$ cat src/rtl/seq_chunk_subtractor_if.sv
// Operand/result bundle for seq_chunk_subtractor.
// Valid/ready rule on both sides: a transfer happens on a rising clk edge where
// valid and ready are both high; the producer holds its payload stable and keeps
// valid high until that edge, and valid never waits on ready.
interface seq_chunk_subtractor_if #(
  parameter int WIDTH = 8
);
  logic             in_valid;
  logic             in_ready;
  logic [WIDTH-1:0] A;
  logic [WIDTH-1:0] B;
  logic             out_valid;
  logic             out_ready;
  logic [WIDTH-1:0] DIFF;
  logic             borrow;
  logic             zero;
  logic             ovf;

  modport master (
    output in_valid, A, B, out_ready,
    input  in_ready, out_valid, DIFF, borrow, zero, ovf
  );

  modport slave (
    input  in_valid, A, B, out_ready,
    output in_ready, out_valid, DIFF, borrow, zero, ovf
  );
endinterface

$ cat src/rtl/seq_chunk_subtractor.sv
// Multi-cycle A - B (A + ~B + 1), CHUNK bits per clock, carry registered between chunks.
// Optional signed overflow flag: define SEQ_CHUNK_SUBTRACTOR_SIGNED_OVF_EN.
module seq_chunk_subtractor #(
  parameter int WIDTH = 8,
  parameter int CHUNK = 2
) (
  input  logic                 clk,
  input  logic                 rst,
  seq_chunk_subtractor_if.slave bus,
  output logic [1:0]           state_dbg
);
  localparam int NUM_CHUNKS = WIDTH / CHUNK;
  localparam int IDX_W      = (NUM_CHUNKS > 1) ? $clog2(NUM_CHUNKS) : 1;

  localparam logic [1:0] S_IDLE = 2'd0;
  localparam logic [1:0] S_BUSY = 2'd1;
  localparam logic [1:0] S_DONE = 2'd2;

  generate
    if (CHUNK < 1 || (WIDTH % CHUNK) != 0) begin : g_bad_chunk
      $error("seq_chunk_subtractor: WIDTH must be a multiple of CHUNK");
    end
  endgenerate

  logic [1:0]       state_q;
  logic [WIDTH-1:0] a_q;
  logic [WIDTH-1:0] nb_q;
  logic [WIDTH-1:0] shadow_q;
  logic [WIDTH-1:0] diff_q;
  logic             carry_q;
  logic [IDX_W-1:0] idx_q;
  logic             borrow_q;
  logic             zero_q;

  logic [CHUNK-1:0] a_chunk;
  logic [CHUNK-1:0] nb_chunk;
  logic [CHUNK:0]   sum;
  logic [WIDTH-1:0] shadow_next;
  logic             last_chunk;

  always_comb begin
    a_chunk     = a_q[idx_q*CHUNK +: CHUNK];
    nb_chunk    = nb_q[idx_q*CHUNK +: CHUNK];
    sum         = {1'b0, a_chunk} + {1'b0, nb_chunk} + {{CHUNK{1'b0}}, carry_q};
    shadow_next = shadow_q;
    shadow_next[idx_q*CHUNK +: CHUNK] = sum[CHUNK-1:0];
    last_chunk  = (idx_q == IDX_W'(NUM_CHUNKS - 1));
  end

`ifdef SEQ_CHUNK_SUBTRACTOR_SIGNED_OVF_EN
  // Carry into the chunk MSB recovered from its sum bit: s = a ^ b ^ cin.
  logic cin_msb;
  logic ovf_q;

  always_comb begin
    cin_msb = a_chunk[CHUNK-1] ^ nb_chunk[CHUNK-1] ^ sum[CHUNK-1];
  end

  always_ff @(posedge clk or posedge rst) begin
    if (rst) begin
      ovf_q <= 1'b0;
    end else if (state_q == S_BUSY && last_chunk) begin
      ovf_q <= cin_msb ^ sum[CHUNK];
    end
  end

  assign bus.ovf = ovf_q;
`else
  assign bus.ovf = 1'b0;
`endif

  always_ff @(posedge clk or posedge rst) begin
    if (rst) begin
      state_q  <= S_IDLE;
      a_q      <= '0;
      nb_q     <= '0;
      shadow_q <= '0;
      diff_q   <= '0;
      carry_q  <= 1'b0;
      idx_q    <= '0;
      borrow_q <= 1'b0;
      zero_q   <= 1'b0;
    end else begin
      case (state_q)
        S_IDLE: begin
          if (bus.in_valid) begin
            a_q      <= bus.A;
            nb_q     <= ~bus.B;
            carry_q  <= 1'b1;
            idx_q    <= '0;
            shadow_q <= '0;
            state_q  <= S_BUSY;
          end
        end
        S_BUSY: begin
          // Result registers move only here, so the visible outputs stay frozen through BUSY.
          shadow_q <= shadow_next;
          carry_q  <= sum[CHUNK];
          if (last_chunk) begin
            idx_q    <= '0;
            diff_q   <= shadow_next;
            borrow_q <= ~sum[CHUNK];
            zero_q   <= (shadow_next == '0);
            state_q  <= S_DONE;
          end else begin
            idx_q <= idx_q + IDX_W'(1);
          end
        end
        S_DONE: begin
          if (bus.out_ready) begin
            state_q <= S_IDLE;
          end
        end
        default: state_q <= S_IDLE;
      endcase
    end
  end

  assign bus.in_ready  = (state_q == S_IDLE);
  assign bus.out_valid = (state_q == S_DONE);
  assign bus.DIFF      = diff_q;
  assign bus.borrow    = borrow_q;
  assign bus.zero      = zero_q;
  assign state_dbg     = state_q;
endmodule

$ cat src/flat_wrapper.sv
// flat-port wrapper written by rule: the top's interface ports become plain ports
module seq_chunk_subtractor_flat 
#(
  parameter int WIDTH = 8,
  parameter int CHUNK = 2
)
  (clk, rst, state_dbg, bus_in_valid, bus_A, bus_B, bus_out_ready, bus_in_ready, bus_out_valid, bus_DIFF, bus_borrow, bus_zero, bus_ovf);
  seq_chunk_subtractor_if #(.WIDTH(WIDTH)) bus_i ();
  input  logic clk;
  input  logic rst;
  output logic [1:0] state_dbg;
  input wire logic [$bits(bus_i.in_valid)-1:0] bus_in_valid;
  input wire logic [$bits(bus_i.A)-1:0] bus_A;
  input wire logic [$bits(bus_i.B)-1:0] bus_B;
  input wire logic [$bits(bus_i.out_ready)-1:0] bus_out_ready;
  output wire logic [$bits(bus_i.in_ready)-1:0] bus_in_ready;
  output wire logic [$bits(bus_i.out_valid)-1:0] bus_out_valid;
  output wire logic [$bits(bus_i.DIFF)-1:0] bus_DIFF;
  output wire logic [$bits(bus_i.borrow)-1:0] bus_borrow;
  output wire logic [$bits(bus_i.zero)-1:0] bus_zero;
  output wire logic [$bits(bus_i.ovf)-1:0] bus_ovf;
  assign bus_i.in_valid = bus_in_valid;
  assign bus_i.A = bus_A;
  assign bus_i.B = bus_B;
  assign bus_i.out_ready = bus_out_ready;
  assign bus_in_ready = bus_i.in_ready;
  assign bus_out_valid = bus_i.out_valid;
  assign bus_DIFF = bus_i.DIFF;
  assign bus_borrow = bus_i.borrow;
  assign bus_zero = bus_i.zero;
  assign bus_ovf = bus_i.ovf;
  seq_chunk_subtractor #(.WIDTH(WIDTH), .CHUNK(CHUNK)) u_core (.clk(clk), .rst(rst), .bus(bus_i), .state_dbg(state_dbg));
endmodule
$ cat config.mk
export PLATFORM = sky130hd
export DESIGN_NAME = seq_chunk_subtractor_flat
export DESIGN_NICKNAME = d
export VERILOG_FILES = /design/src/rtl/seq_chunk_subtractor_if.sv /design/src/rtl/seq_chunk_subtractor.sv /design/src/flat_wrapper.sv
export SDC_FILE = /design/constraint.sdc
export NUM_CORES = 1
export LEC_CHECK = 0
export CAP_MARGIN = 40
export CORE_ASPECT_RATIO = 1.4
export CORE_MARGIN = 2
export CORE_UTILIZATION = 41
export CTS_BUF_LIST = sky130_fd_sc_hd__clkbuf_2
export DETAILED_ROUTE_END_ITERATION = 10
export HOLD_SLACK_MARGIN = 0.08
export PLACE_DENSITY = 0.68
export SETUP_SLACK_MARGIN = 0.3
export SLEW_MARGIN = 20
export SYNTH_ARGS = -nofsm -noshare
export SYNTH_HDL_FRONTEND = slang
export SYNTH_SLANG_ARGS = --single-unit
$ cat constraint.sdc
create_clock -name clk -period 3.2 [get_ports clk]
set_clock_uncertainty 0.1 [all_clocks]
set_input_delay 0.96 -clock clk [delete_from_list [all_inputs] [get_ports clk]]
set_output_delay 0.96 -clock clk [all_outputs]
set_load 0.05 [all_outputs]
; After elaboration in Yosys (flattened, before gate mapping)
; Cells that the tools add are included.
[word_totals]
word_cells = 44
out_inout_bits = 15
register_bits = 39
[op_classes]
eq_ne = 6
shifts = 4
mux = 12
add_sub_neg = 4
reduce_logical = 7
n_bitwise = 2
[ops]
columns = op, n
row1 = $neg 3->34, 1
row2 = $shift 2x34->8 const A, 1
row3 = $shiftx 2x34->8, 1
row4 = $pmux 8 s2, 1
row5 = $shiftx 8x4->2, 2
row6 = $mux 2, 5
row7 = $bwmux 8, 1
row8 = $logic_not 8->1, 1
row9 = $mux 8, 1
row10 = $not 8->8, 1
row11 = $pmux 2 s3, 1
row12 = $reduce_and 2->1, 3
row13 = $eq 2x2->1 const B, 2
row14 = $ne 2x2->1 const B, 2
row15 = $pmux 2 s2, 1
row16 = $add 2x2->3, 1
row17 = $add 3x1->3, 1
row18 = $reduce_and 3->1, 1
row19 = $add 2x1->2 const B, 1
row20 = $eq 2x1->1 const B, 1
row21 = $logic_not 2->1, 1
row22 = $ne 2x1->1 const B, 1
row23 = $pmux 1 s2, 1
row24 = $reduce_bool 2->1, 1
row25 = other kinds (2), 2

; Longest topological paths before layout
; Gate-level depths: netlist (run 1).
[logic_depth]
ltp_word = 6
mapped_depth = 9
mapped_depth_nobuf = 8

; Least setup slack after synthesis (run 1)
; No wires, ideal clock.
[synth_timing]
path_type = flip-flop to flip-flop
startpoint = register u_core.idx_q[0]
endpoint = register u_core.zero_q, in the netlist u_core.bus.zero
setup_time_ns = 0.124
required_time_ns = 2.976
arrival_ns = 2.413
stages_incl_launch_ff = 10
period_less_slack_ns = 2.637
path_slack_ns = 0.563
path_cell_list = dfrtp_1 buf_6 mux4_2 fa_1 inv_1 fa_1 and2b_1 a31oi_2 nand4_1 o31ai_2
[synth_via]
elab_chain_cells = 6
word_cells_on_any_way = 11
[synth_lines]
columns = element, line_no
row1 = "start, declared", seq_chunk_subtractor.sv:31  ; logic [IDX_W-1:0] idx_q;
row2 = "start signal, assigned", seq_chunk_subtractor.sv:106  ; idx_q <= idx_q + IDX_W'(1);
row3 = "$shiftx 8x4->2, on equally long branches", "seq_chunk_subtractor.sv:42, seq_chunk_subtractor.sv:43"
row4 = $add 2x2->3, seq_chunk_subtractor.sv:44  ; sum = {1'b0, a_chunk} + {1'b0, nb_chunk} + {{CHUNK{1'b0}}, carry_q};
row5 = $add 3x1->3, seq_chunk_subtractor.sv:44
row6 = $shiftx 2x34->8, seq_chunk_subtractor.sv:46  ; shadow_next[idx_q*CHUNK +: CHUNK] = sum[CHUNK-1:0];
row7 = $bwmux 8, seq_chunk_subtractor.sv:46
row8 = $logic_not 8->1, seq_chunk_subtractor.sv:103  ; zero_q <= (shadow_next == '0);
row9 = "end signal, assigned", seq_chunk_subtractor.sv:103
row10 = "end, declared", seq_chunk_subtractor.sv:33  ; logic zero_q;
; Several ways; a longest one is shown, not always the timed one.
; A chain may end at the register's enable or synchronous reset.

; Worst setup path in the final report (run 1)
[layout_timing]
startpoint = register u_core.state_q[0], in the netlist u_core.state_dbg[0]
endpoint = output port state_dbg[0]
[layout_rtl]
columns = element, line_no
row1 = "start, declared", seq_chunk_subtractor.sv:25  ; logic [1:0] state_q;
row2 = "start signal, assigned", seq_chunk_subtractor.sv:74  ; state_q <= S_IDLE;
row3 = "start signal, assigned", seq_chunk_subtractor.sv:92  ; state_q <= S_BUSY;
row4 = "start signal, assigned", seq_chunk_subtractor.sv:104  ; state_q <= S_DONE;
row5 = "end, declared", flat_wrapper.sv:11  ; output logic [1:0] state_dbg;
; No word-level cell between the ends.

==> Flow_metrics.wiki, run 1 <==
{| class="wikitable"
! Metric !! Value
|-
| IO Pins || 35
|-
| Highest ir drop seen on vdd || 0.408 mV
|-
| Worst skew pair latency || 0.40 ns
|-
| Power density over cell area || 1110 nW/µm²
|-
| Leading cell types by total area after synthesis || sky130_fd_sc_hd__dfrtp_1 (52%), sky130_fd_sc_hd__nand2_1 (8.5%), sky130_fd_sc_hd__o21ai_1 (6.4%)
|-
| Per-cell via count in the routed design || 4.84
|-
| DP HPWL || 2630 µm
|-
| Startpoint of the worst-slack reg-to-reg timing path || u_core.idx_q[0]
|-
| Syn_nets || ~210
|-
| Fraction of the mapped netlist area in compound gates || 13.2%
|-
| DRC violations left || 0
|-
| Count of different cell masters after synthesis || 30
|-
| Diode count || 0
|-
| Worst-margin pin slew || 0.698 ns
|-
| Worst reg2reg setup slack || 0.52 ns
|-
| Status || finished clean
|-
| Initial Util || 42.0%
|-
| Proportion of netlist area held by the largest area contributor || between 50% and 60%
|-
| Number of maximum-capacitance constraint violations || 0
|-
| Number of flip-flops and latches in the synthesized netlist || 39
|-
| Sw frac || 44.0%
|-
| Sequential area share after synthesis || 51.7%
|-
| Portion of netlist area occupied by mux cells || under 10%
|-
| TritonCTS Buffers || 5
|-
| Net Switching || 0.00114 W
|-
| Total number of yosys warnings || 0
|-
| Area of the die || 5170 µm²
|-
| Kind of launch point of the worst setup path || register
|-
| Last element of the critical path || state_dbg[0]
|-
| Slew Viols, Final || 0
|-
| Relative contribution of the clock network to total power || 14.5%
|-
| Count of input and output buffers || 33
|-
| Wire length after detailed routing || 3480 µm
|-
| XOR/XNOR Fraction of Synth Area || 0%
|-
| Cell type with the highest aggregate area in the netlist || sky130_fd_sc_hd__dfrtp_1
|-
| Filler Cell Count || around 460
|-
| Share of synthesized flip-flops with an asynchronous set or reset || 100%
|-
| Proportion of layout cells with a drive suffix above 1 || 11.1%
|-
| Synth Area per Inst || 10.3 µm²
|-
| Global routing met3 resource utilization || slightly below 4%
|-
| Most repeated cell in the gate-level netlist after synthesis || sky130_fd_sc_hd__nand2_1
|-
| Root buffer selected by CTS || sky130_fd_sc_hd__clkbuf_2
|-
| Final clock period utilization by the worst path || 84.8%
|-
| Crit-path cells || clkdlybuf4s50_1
|-
| CP Capture Type || output port
|-
| Most frequent cells after synthesis || sky130_fd_sc_hd__nand2_1 (43), sky130_fd_sc_hd__dfrtp_1 (39), sky130_fd_sc_hd__o21ai_1 (24)
|-
| Met1 layer usage reported by global route || between 15 and 20%
|-
| Die Height || 84.3 µm
|-
| Start point of the critical path || u_core.state_dbg[0]
|-
| Vias after detailed routing || 1,349
|-
| Worst Reg-to-Reg Cells || 8
|-
| Synth Instances || 183
|-
| Dominant combinational cell family by area after synthesis || simple AND/OR/NAND/NOR gates
|-
| Tmin final || ~2.7 ns
|-
| Crit path buf inv count || 1
|-
| CTS HTree Levels || 2
|-
| CORE AREA || 4500 µm²
|-
| Non-Filler Instances || 279
|-
| Worst stage delay on the critical path || 0.82 ns
|-
| Average detailed-routed wire length per instance || 12.5 µm
|-
| Number of synthesized flops with an enable pin || 0
|-
| Met2 routing resource usage after global routing || 26.0%
|-
| Crit Path Class || register to output port
|-
| Clock Pin Slew Worst Setup and Hold Paths || 0.21 ns
|-
| Final GP Congestion || 0.790
|-
| Min-Delay Path Class || register to register
|-
| Die outline width || approximately 60 µm
|-
| Part of the total power dissipated in combinational logic || 52.9%
|-
| Net total in the final layout || 244
|-
| Max transition margin || 53.5%
|-
| # setup viols final || 0
|-
| Critical R2R Capture || u_core.bus.zero
|-
| Share of power burned in registers || approximately 33%
|-
| Highest clock frequency the design can meet || 368 MHz
|-
| Simple logic cell fraction of the synthesized area || 18.8%
|-
| CTS tree || done
|-
| Global route total overflow || 0
|-
| GRT Util Overall || 15.6%
|-
| Static leakage || roughly 1.1 nW
|-
| Std cell rows || 29
|-
| Total number of clock tree sinks || 39
|-
| Worst-case clock buffer depth || 2
|-
| Global-route wire length before repair || 6130 µm
|-
| Number of cells after detailed placement || 271
|-
| Required time of the critical path || 2.14 ns
|-
| Peak fanout along the critical path || 5
|-
| Cell type group with the largest total delay on the critical path || buffers and inverters
|-
| Logic depth of the worst setup path including buffers || 1
|-
| Combined area of the multi-input logic cells || 823 µm²
|-
| Sequential standard cell area || 977 µm²
|-
| Leading register cell type out of synthesis || sky130_fd_sc_hd__dfrtp_1
|-
| Total negative slack for setup checks || 0 ns
|-
| Arrival time worst endpoint || 1.65 ns
|-
| RSZ-0062 raised after global routing || false
|-
| Antenna violations before repair || 0
|-
| Internal power consumption || 0.00145 W
|-
| Layout overhead on the synthesized area || 24.3%
|-
| Number of nets still failing antenna checks after routing || 0
|-
| Hold Violations, Final || 0
|-
| Arithmetic-cell share of the synthesized area counting full adders, half adders and majority gates || about 6.1%
|-
| Mapped Area || 1890 µm²
|-
| Maximum number of pins on one net before global-route repair || 40
|-
| Number of post-CTS setup repair buffers || 0
|-
| Number of DRC markers in iteration 0 || 70
|-
| Via count of the first global-routing pass || 1,390
|-
| Cell with the biggest individual delay on the critical path || sky130_fd_sc_hd__clkdlybuf4s50_1
|-
| Top Usage Layer GRT || met2
|-
| Iteration count of the initial detailed-routing pass || 4
|}
[sequential cells by signal, indices dropped and copies added (netlist names)]
name,cells
u_core.shadow_q,8
u_core.idx_q,2
u_core.bus.borrow,1
u_core.carry_q,1
u_core.bus.zero,1
u_core.a_q,8
u_core.nb_q,8
u_core.bus.DIFF,8
u_core.state_dbg,2
[cell families (layout without fill, tap and decap cells)]
kind of cell             count (synthesis)  in the layout
AO/OA/AOI/OAI                           39             39
adder cells (fa/ha/maj)                  8              8
buffers and inverters                   17             51
flip-flops                              39             39
multiplexers                             5              5
other                                    1              1
AND/OR/NAND/NOR                         74             74
[worst min-delay path by stage]
stage / from / endpoint / slack, ns / depth (start not counted)
final: u_core.bus.DIFF[6] / u_core.bus.DIFF[6] / 0.41 / 2
after global routing: u_core.a_q[6] / u_core.a_q[6] / 0.44 / 2
after CTS: u_core.a_q[4] / u_core.a_q[4] / 0.41 / 2
after detailed placement: u_core.a_q[4] / u_core.a_q[4] / 0.37 / 2
after global placement: u_core.a_q[4] / u_core.a_q[4] / 0.36 / 2
after floorplan: u_core.a_q[4] / u_core.a_q[4] / 0.34 / 2
[area by class of cell]
class                      instances  area share (%)
inverter                           7            1.12
tap                               62            3.30
clock inverter                     3            2.88
clock buffer                       5            1.07
timing repair buffer              36            14.9
sequential                        39            41.6
multi-input combinational        127            35.1
[routing by layer]
layer	up-vias	part of all wire [%]	wire length, µm
met2	30	54	1880
met5	-	0	0
met1	624	41	1420
met4	0	1.6	56
li1	689	-	-
met3	6	3.8	133
[per-stage QoR]
stage | power, W | util, % | hold slack [ns] | instance area [µm²] | setup slack (ns)
global placement | 0.00222 | 50.1 | 0.361 | 2260 | 0.590
CTS | 0.00262 | 52.1 | 0.411 | 2350 | 0.426
floorplan | 0.00191 | - | 0.340 | 1890 | 0.563
finish | 0.00260 | 52.2 | 0.409 | 2350 | 0.486
global route | 0.00282 | 52.2 | 0.440 | 2350 | 0.318
detailed placement | 0.00226 | 50.1 | 0.366 | 2260 | 0.492
[layout by cell type, fill, tap and decap left out, drive strengths merged]
cell	n
nor2b	7
dlygate4sd2	2
o21ai	28
clkinvlp	1
nand4	2
inv	7
clkbuf	5
a41oi	2
ha	6
and2	1
mux2	1
mux4	4
and2b	6
o31ai	3
nand2	44
dfrtp	39
fa	2
nand3	9
buf	3
nand2b	2
bufinv	2
nor2	3
clkdlybuf4s50	31
a31oi	6
conb	1
[power groups by stage]
| stage | clock network [W] | registers, W | logic, W |
|---|---|---|---|
| 3_5_place_dp | 0 | 0.000863 | 0.00140 |
| 4_1_cts | 0.000383 | 0.000852 | 0.00139 |
| 6_report | 0.000375 | 0.000849 | 0.00137 |
| 3_3_place_gp | 0 | 0.000859 | 0.00136 |
| 2_1_floorplan | 0 | 0.00101 | 0.000900 |
| 5_1_grt | 0.000403 | 0.000879 | 0.00153 |
[what timing repair did]
item,in CTS,in global routing
setup endpoints to repair,2,1
pin swaps,0,0
hold buffers,0,0
gates resized for setup,2,1
gates cloned,0,0
(Power assumes the default switching activity.)
==> inputs of run 2 (changes only) <==
Settings changed: PLACE_DENSITY 0.68 to 0.71.
Clock period 3.2 ns to 2.22 ns, I/O delays scaled along.
==> Flow_metrics.wiki, run 2 (synthesis gave the netlist of run 1 again) <==
{| class="wikitable"
! Metric !! Value
|-
| Count of input and output buffers || 33
|-
| Min-Delay Path Class || register to register
|-
| DP HPWL || 2750 µm
|-
| Global route total overflow || 0
|-
| Final GP Congestion || between 0.8 and 0.9
|-
| Worst skew pair latency || 0.39 ns
|-
| Static leakage || 1.12 nW
|-
| Highest clock frequency the design can meet || 389 MHz
|-
| Std cell rows || 29
|-
| DRC violations left || 0
|-
| Initial Util || between 40% and 50%
|-
| Layout overhead on the synthesized area || 26.8%
|-
| Antenna violations before repair || 0
|-
| Via count of the first global-routing pass || 1,391
|-
| CTS HTree Levels || 2
|-
| Leading cell type in the layout, fill and taps excluded || sky130_fd_sc_hd__nand2_1
|-
| Worst-margin pin slew || 0.777 ns
|-
| Crit path buf inv count || 1
|-
| Per-cell via count in the routed design || 4.89
|-
| Top library cells by usage in the layout, fill and taps aside || sky130_fd_sc_hd__nand2_1 (43), sky130_fd_sc_hd__dfrtp_1 (38), sky130_fd_sc_hd__o21ai_1 (25), sky130_fd_sc_hd__buf_4 (24), sky130_fd_sc_hd__clkdlybuf4s50_1 (19)
|-
| Start point of the critical path || u_core.idx_q[0]
|-
| Maximum number of pins on one net before global-route repair || 40
|-
| Highest ir drop seen on vdd || 0.542 mV
|-
| Required time of the critical path || ~2.4 ns
|-
| Arrival time worst endpoint || 2.77 ns
|-
| Worst-case clock buffer depth || 2
|-
| Cell with the biggest individual delay on the critical path || sky130_fd_sc_hd__mux4_2
|-
| RSZ-0062 raised after global routing || true
|-
| Failing checks || setup timing
|-
| CP Capture Type || register
|-
| Die Height || approximately 84 µm
|-
| TritonCTS Buffers || 5
|-
| Total number of clock tree sinks || 39
|-
| Filler Cell Count || 444
|-
| Proportion of layout cells with a drive suffix above 1 || 22.9%
|-
| IO Pins || 35
|-
| Startpoint of the worst-slack reg-to-reg timing path || u_core.idx_q[0]
|-
| Net total in the final layout || between 200 and 300
|-
| Diode count || 0
|-
| Worst stage delay on the critical path || about 0.53 ns
|-
| Wire length after detailed routing || roughly 3700 µm
|-
| Final clock period utilization by the worst path || 116%
|-
| CORE AREA || 4500 µm²
|-
| Power density over cell area || 1590 nW/µm²
|-
| Total negative slack for setup checks || -2.88 ns
|-
| Status || complete, but fails checks
|-
| CTS tree || done
|-
| Crit Path Class || register to register
|-
| Area of the die || 5170 µm²
|-
| Tmin final || approximately 2.6 ns
|-
| Root buffer selected by CTS || sky130_fd_sc_hd__clkbuf_2
|-
| Kind of launch point of the worst setup path || register
|-
| Hold-fix buffers, CTS || 0
|-
| Global-route wire length before repair || a little over 6000 µm
|-
| GRT Util Overall || between 15 and 20%
|-
| Die outline width || around 61 µm
|-
| Peak fanout along the critical path || 4
|-
| Iteration count of the initial detailed-routing pass || 4
|-
| Average detailed-routed wire length per instance || 12.7 µm
|-
| Vias after detailed routing || 1,413
|-
| Crit-path cells || mux4_2 -> fa_2 -> inv_2 -> fa_1 -> and2b_2 -> a31oi_2 -> nand4_1 -> o31ai_2
|-
| Number of post-CTS setup repair buffers || 0
|-
| Hold path startpoint || u_core.a_q[3]
|-
| Number of maximum-capacitance constraint violations || 0
|-
| Clock Pin Slew Worst Setup and Hold Paths || ~0.17 ns
|-
| Setup ws final || -0.350 ns
|-
| Cell type group with the largest total delay on the critical path || adder cells
|-
| # setup viols final || 15
|-
| Number of nets still failing antenna checks after routing || 0
|-
| Hold Violations, Final || 0
|-
| Slew Viols, Final || 0
|-
| Number of DRC markers in iteration 0 || 56
|-
| Max transition margin || 48.2%
|-
| Utilization after layout || 53.2%
|}
-- run 2: area by class of cell --
type / count / area (µm²) / share of cell area, %
Sequential cell: 39 / 977 / 40.8
Multi-Input combinational cell: 127 / 853 / 35.7
Timing Repair Buffer: 46 / 422 / 17.6
Tap cell: 62 / 77.6 / 3.24
Clock buffer: 6 / 30.0 / 1.25
Inverter: 7 / 26.3 / 1.10
Clock inverter: 2 / 7.51 / 0.314
-- run 2: tightest hold or removal path: stages (launching register included) --
cell                      delay [ns]
sky130_fd_sc_hd__dfrtp_1        0.37
sky130_fd_sc_hd__nand2_1        0.05
sky130_fd_sc_hd__nand2_1        0.05
-- run 2: through the flow --
step | cells | area, µm² | power (W) | hold WS, ns | worst slack (ns)
final | 289 | 2390 | 0.00382 | 0.393 | -0.350
after global routing | 289 | 2390 | 0.00414 | 0.414 | -0.454
after CTS | 289 | 2380 | 0.00380 | 0.399 | -0.381
after detailed placement | 281 | 2330 | 0.00344 | 0.362 | -0.371
after global placement | 281 | 2330 | 0.00340 | 0.356 | -0.316
after floorplan | 183 | 1900 | 0.00278 | 0.340 | -0.380
-- run 2: final timing paths --
kind / end / slack, ns / cells after the start
hold / removal: u_core.a_q[3] / 0.39 / 2
hold reg to reg: u_core.a_q[3] / 0.39 / 2
setup / recovery: u_core.bus.zero / -0.35 / 8
setup reg to reg: u_core.bus.zero / -0.35 / 8
min in group asynchronous: u_core.nb_q[2] / 0.55 / 3
max in group asynchronous: u_core.idx_q[0] / 1.12 / 3
-- run 2: layer usage --
metal  GRT usage (%)  vias up  wire length, µm
met5               0        -                0
met4            6.96        0               76
met3            4.62        8              134
met2            26.7       28             1960
met1            18.8      673             1510
li1                -      704                -
-- run 2: where the power goes --
| group | internal [W] | leakage (nW) | switching, W |
|---|---|---|---|
| clock | 0.0000757 | 0.0281 | 0.000218 |
| sequential | 0.00102 | 0.504 | 0.000197 |
| combinational | 0.000973 | 0.584 | 0.00133 |
-- run 2: timing repair --
| item | in CTS | in global routing |
|---|---|---|
| endpoints found under the setup margin | 21 | 23 |
| gates resized for setup | 4 | 5 |
| pin swaps | 7 | 1 |
==> inputs of run 3 (changes only) <==
Settings changed: CTS_CLUSTER_DIAMETER from default to 50, PLACE_DENSITY 0.71 to 0.68.
Clock period 2.22 ns to 2.38 ns, I/O delays scaled along.
==> Flow_metrics.wiki, run 3 (synthesis gave the netlist of run 1 again) <==
{| class="wikitable"
! Metric !! Value
|-
| Initial Util || 42.0%
|-
| # setup viols final || 9
|-
| Maximum number of pins on one net before global-route repair || 40
|-
| Failing checks || setup timing
|-
| Cell with the biggest individual delay on the critical path || sky130_fd_sc_hd__fa_1
|-
| Final GP Congestion || around 0.82
|-
| Global-route wire length before repair || 6180 µm
|-
| Per-cell via count in the routed design || 4.92
|-
| Max transition margin || 44.5%
|-
| Die outline width || 61.4 µm
|-
| Total negative slack for setup checks || -1.04 ns
|-
| Layout overhead on the synthesized area || 35.7%
|-
| Number of cells after detailed placement || 280
|-
| Hold_ws || 0.401 ns
|-
| Worst stage delay on the critical path || 0.55 ns
|-
| Worst-case clock buffer depth || 2
|-
| Net total in the final layout || around 260
|-
| CTS tree || done
|-
| Total number of clock tree sinks || 39
|-
| IO Pins || 35
|-
| DRC violations left || 0
|-
| Kind of launch point of the worst setup path || register
|-
| Crit Path Class || register to register
|-
| Final clock period utilization by the worst path || 110%
|-
| Required time of the critical path || 2.59 ns
|-
| CTS HTree Levels || 2
|-
| Count of input and output buffers || 33
|-
| Leading cell type in the layout, fill and taps excluded || sky130_fd_sc_hd__nand2_1
|-
| Number of DRC markers in iteration 0 || 50
|-
| Proportion of layout cells with a drive suffix above 1 || ~28%
|-
| Met2 routing resource usage after global routing || 26.4%
|-
| CP Capture Type || register
|-
| Peak fanout along the critical path || 4
|-
| Status || complete, but fails checks
|-
| Diode count || 0
|-
| Non-Filler Instances || 291
|-
| DP HPWL || 2640 µm
|-
| TritonCTS Buffers || 5
|-
| Antenna violations before repair || 0
|-
| Root buffer selected by CTS || sky130_fd_sc_hd__clkbuf_2
|-
| Cell type group with the largest total delay on the critical path || adder cells
|-
| Met1 layer usage reported by global route || a little under a fifth
|-
| Utilization after layout || a little under three fifths
|-
| Slew Viols, Final || 0
|-
| Hold-fix buffers, CTS || 0
|-
| Area of the die || slightly above 5000 µm²
|-
| Iteration count of the initial detailed-routing pass || 4
|-
| Power density over cell area || 1550 nW/µm²
|-
| Global routing met3 resource utilization || 4.31%
|-
| Worst skew pair latency || 0.39 ns
|-
| Static leakage || around 1.2 nW
|-
| Tmin final || 2.61 ns
|-
| Average detailed-routed wire length per instance || 12.6 µm
|-
| RSZ-0062 raised after global routing || true
|-
| Crit-path cells || mux4_2 -> fa_2 -> inv_2 -> fa_1 -> and2b_2 -> a31oi_4 -> nand4_1 -> o31ai_2
|-
| Number of nets still failing antenna checks after routing || 0
|-
| Setup ws final || -0.229 ns
|-
| Global route total overflow || 0
|-
| Wire length after detailed routing || approximately 3700 µm
|-
| Top Usage Layer GRT || met2
|-
| Vias after detailed routing || between 1,000 and 1,500
|-
| Std cell rows || 29
|-
| Top library cells by usage in the layout, fill and taps aside || sky130_fd_sc_hd__nand2_1 (43), sky130_fd_sc_hd__dfrtp_1 (37), sky130_fd_sc_hd__o21ai_1 (21), sky130_fd_sc_hd__clkdlybuf4s50_1 (19), sky130_fd_sc_hd__buf_4 (13)
|-
| Worst-margin pin slew || 0.832 ns
|-
| CORE AREA || approximately 4500 µm²
|-
| Crit path buf inv count || 1
|-
| Clock Pin Slew Worst Setup and Hold Paths || 0.19 ns
|-
| Worst slack, placed || -0.282 ns
|-
| Die Height || 84.3 µm
|-
| Number of maximum-capacitance constraint violations || 0
|-
| Highest ir drop seen on vdd || 0.583 mV
|-
| Hold Violations, Final || 0
|-
| Highest clock frequency the design can meet || ~380 MHz
|-
| Via count of the first global-routing pass || ~1,400
|-
| Filler Cell Count || 444
|-
| Arrival time worst endpoint || 2.82 ns
|-
| GRT Util Overall || 15.8%
|-
| Min-Delay Path Class || register to register
|}
run 3: cell count changes in the layout (fill, tap and decap cells not counted), sizes merged:
cell	delta
clkdlybuf4s15	+10
buf	-8
bufinv	+2
clkinv	-2
run 3: area by class of cell:
cell class / instances / area [µm²] / area share (%)
Clock buffer: 6 / 30.0 / 1.17
Clock inverter: 2 / 60.1 / 2.34
Inverter: 7 / 26.3 / 1.03
Multi-Input combinational cell: 127 / 912 / 35.6
Sequential cell: 39 / 978 / 38.2
Tap cell: 62 / 77.6 / 3.03
Timing Repair Buffer: 48 / 477 / 18.6
run 3: worst min-delay path: cells and delay by family, from the launching register on:
| kind | cells | cell delay (ns) |
|---|---|---|
| flops | 1 | 0.38 |
| simple gates | 2 | 0.11 |
run 3: report_power, final:
| part | leakage (nW) | switching, W | internal (W) |
|---|---|---|---|
| Sequential | 0.502 | 0.000178 | 0.000952 |
| Combinational | 0.601 | 0.00135 | 0.000997 |
| Clock | 0.0532 | 0.000208 | 0.000288 |
run 3: per-layer routing:
layer | vias to the layer above | routed length (µm)
li1 | 713 | -
met1 | 679 | 1470
met2 | 34 | 1980
met3 | 5 | 147
met4 | 0 | 59
met5 | - | 0
run 3: what timing repair did:
| item | in CTS | in global routing |
|---|---|---|
| setup endpoints to repair | 28 | 19 |
| resized for setup | 38 | 17 |
| pin swaps | 5 | 1 |
| buffers inserted | 1 | 2 |
run 3: path summary, 6_finish.rpt:
kind | from | end | slack, ns | depth (start not counted)
max | u_core.idx_q[0] | u_core.bus.zero | -0.23 | 8
min | u_core.a_q[3] | u_core.a_q[3] | 0.40 | 2
max reg2reg | u_core.idx_q[0] | u_core.bus.zero | -0.23 | 8
min reg2reg | u_core.a_q[3] | u_core.a_q[3] | 0.40 | 2
max in group asynchronous | rst | u_core.state_dbg[1] | 1.22 | 3
min in group asynchronous | rst | u_core.bus.borrow | 0.60 | 3
run 3: through the flow:
step	cell area [µm²]	power [W]
after detailed placement	2330	0.00319
after floorplan	1890	0.00258
after global placement	2330	0.00314
after CTS	2470	0.00381
after global routing	2560	0.00428
final	2560	0.00397
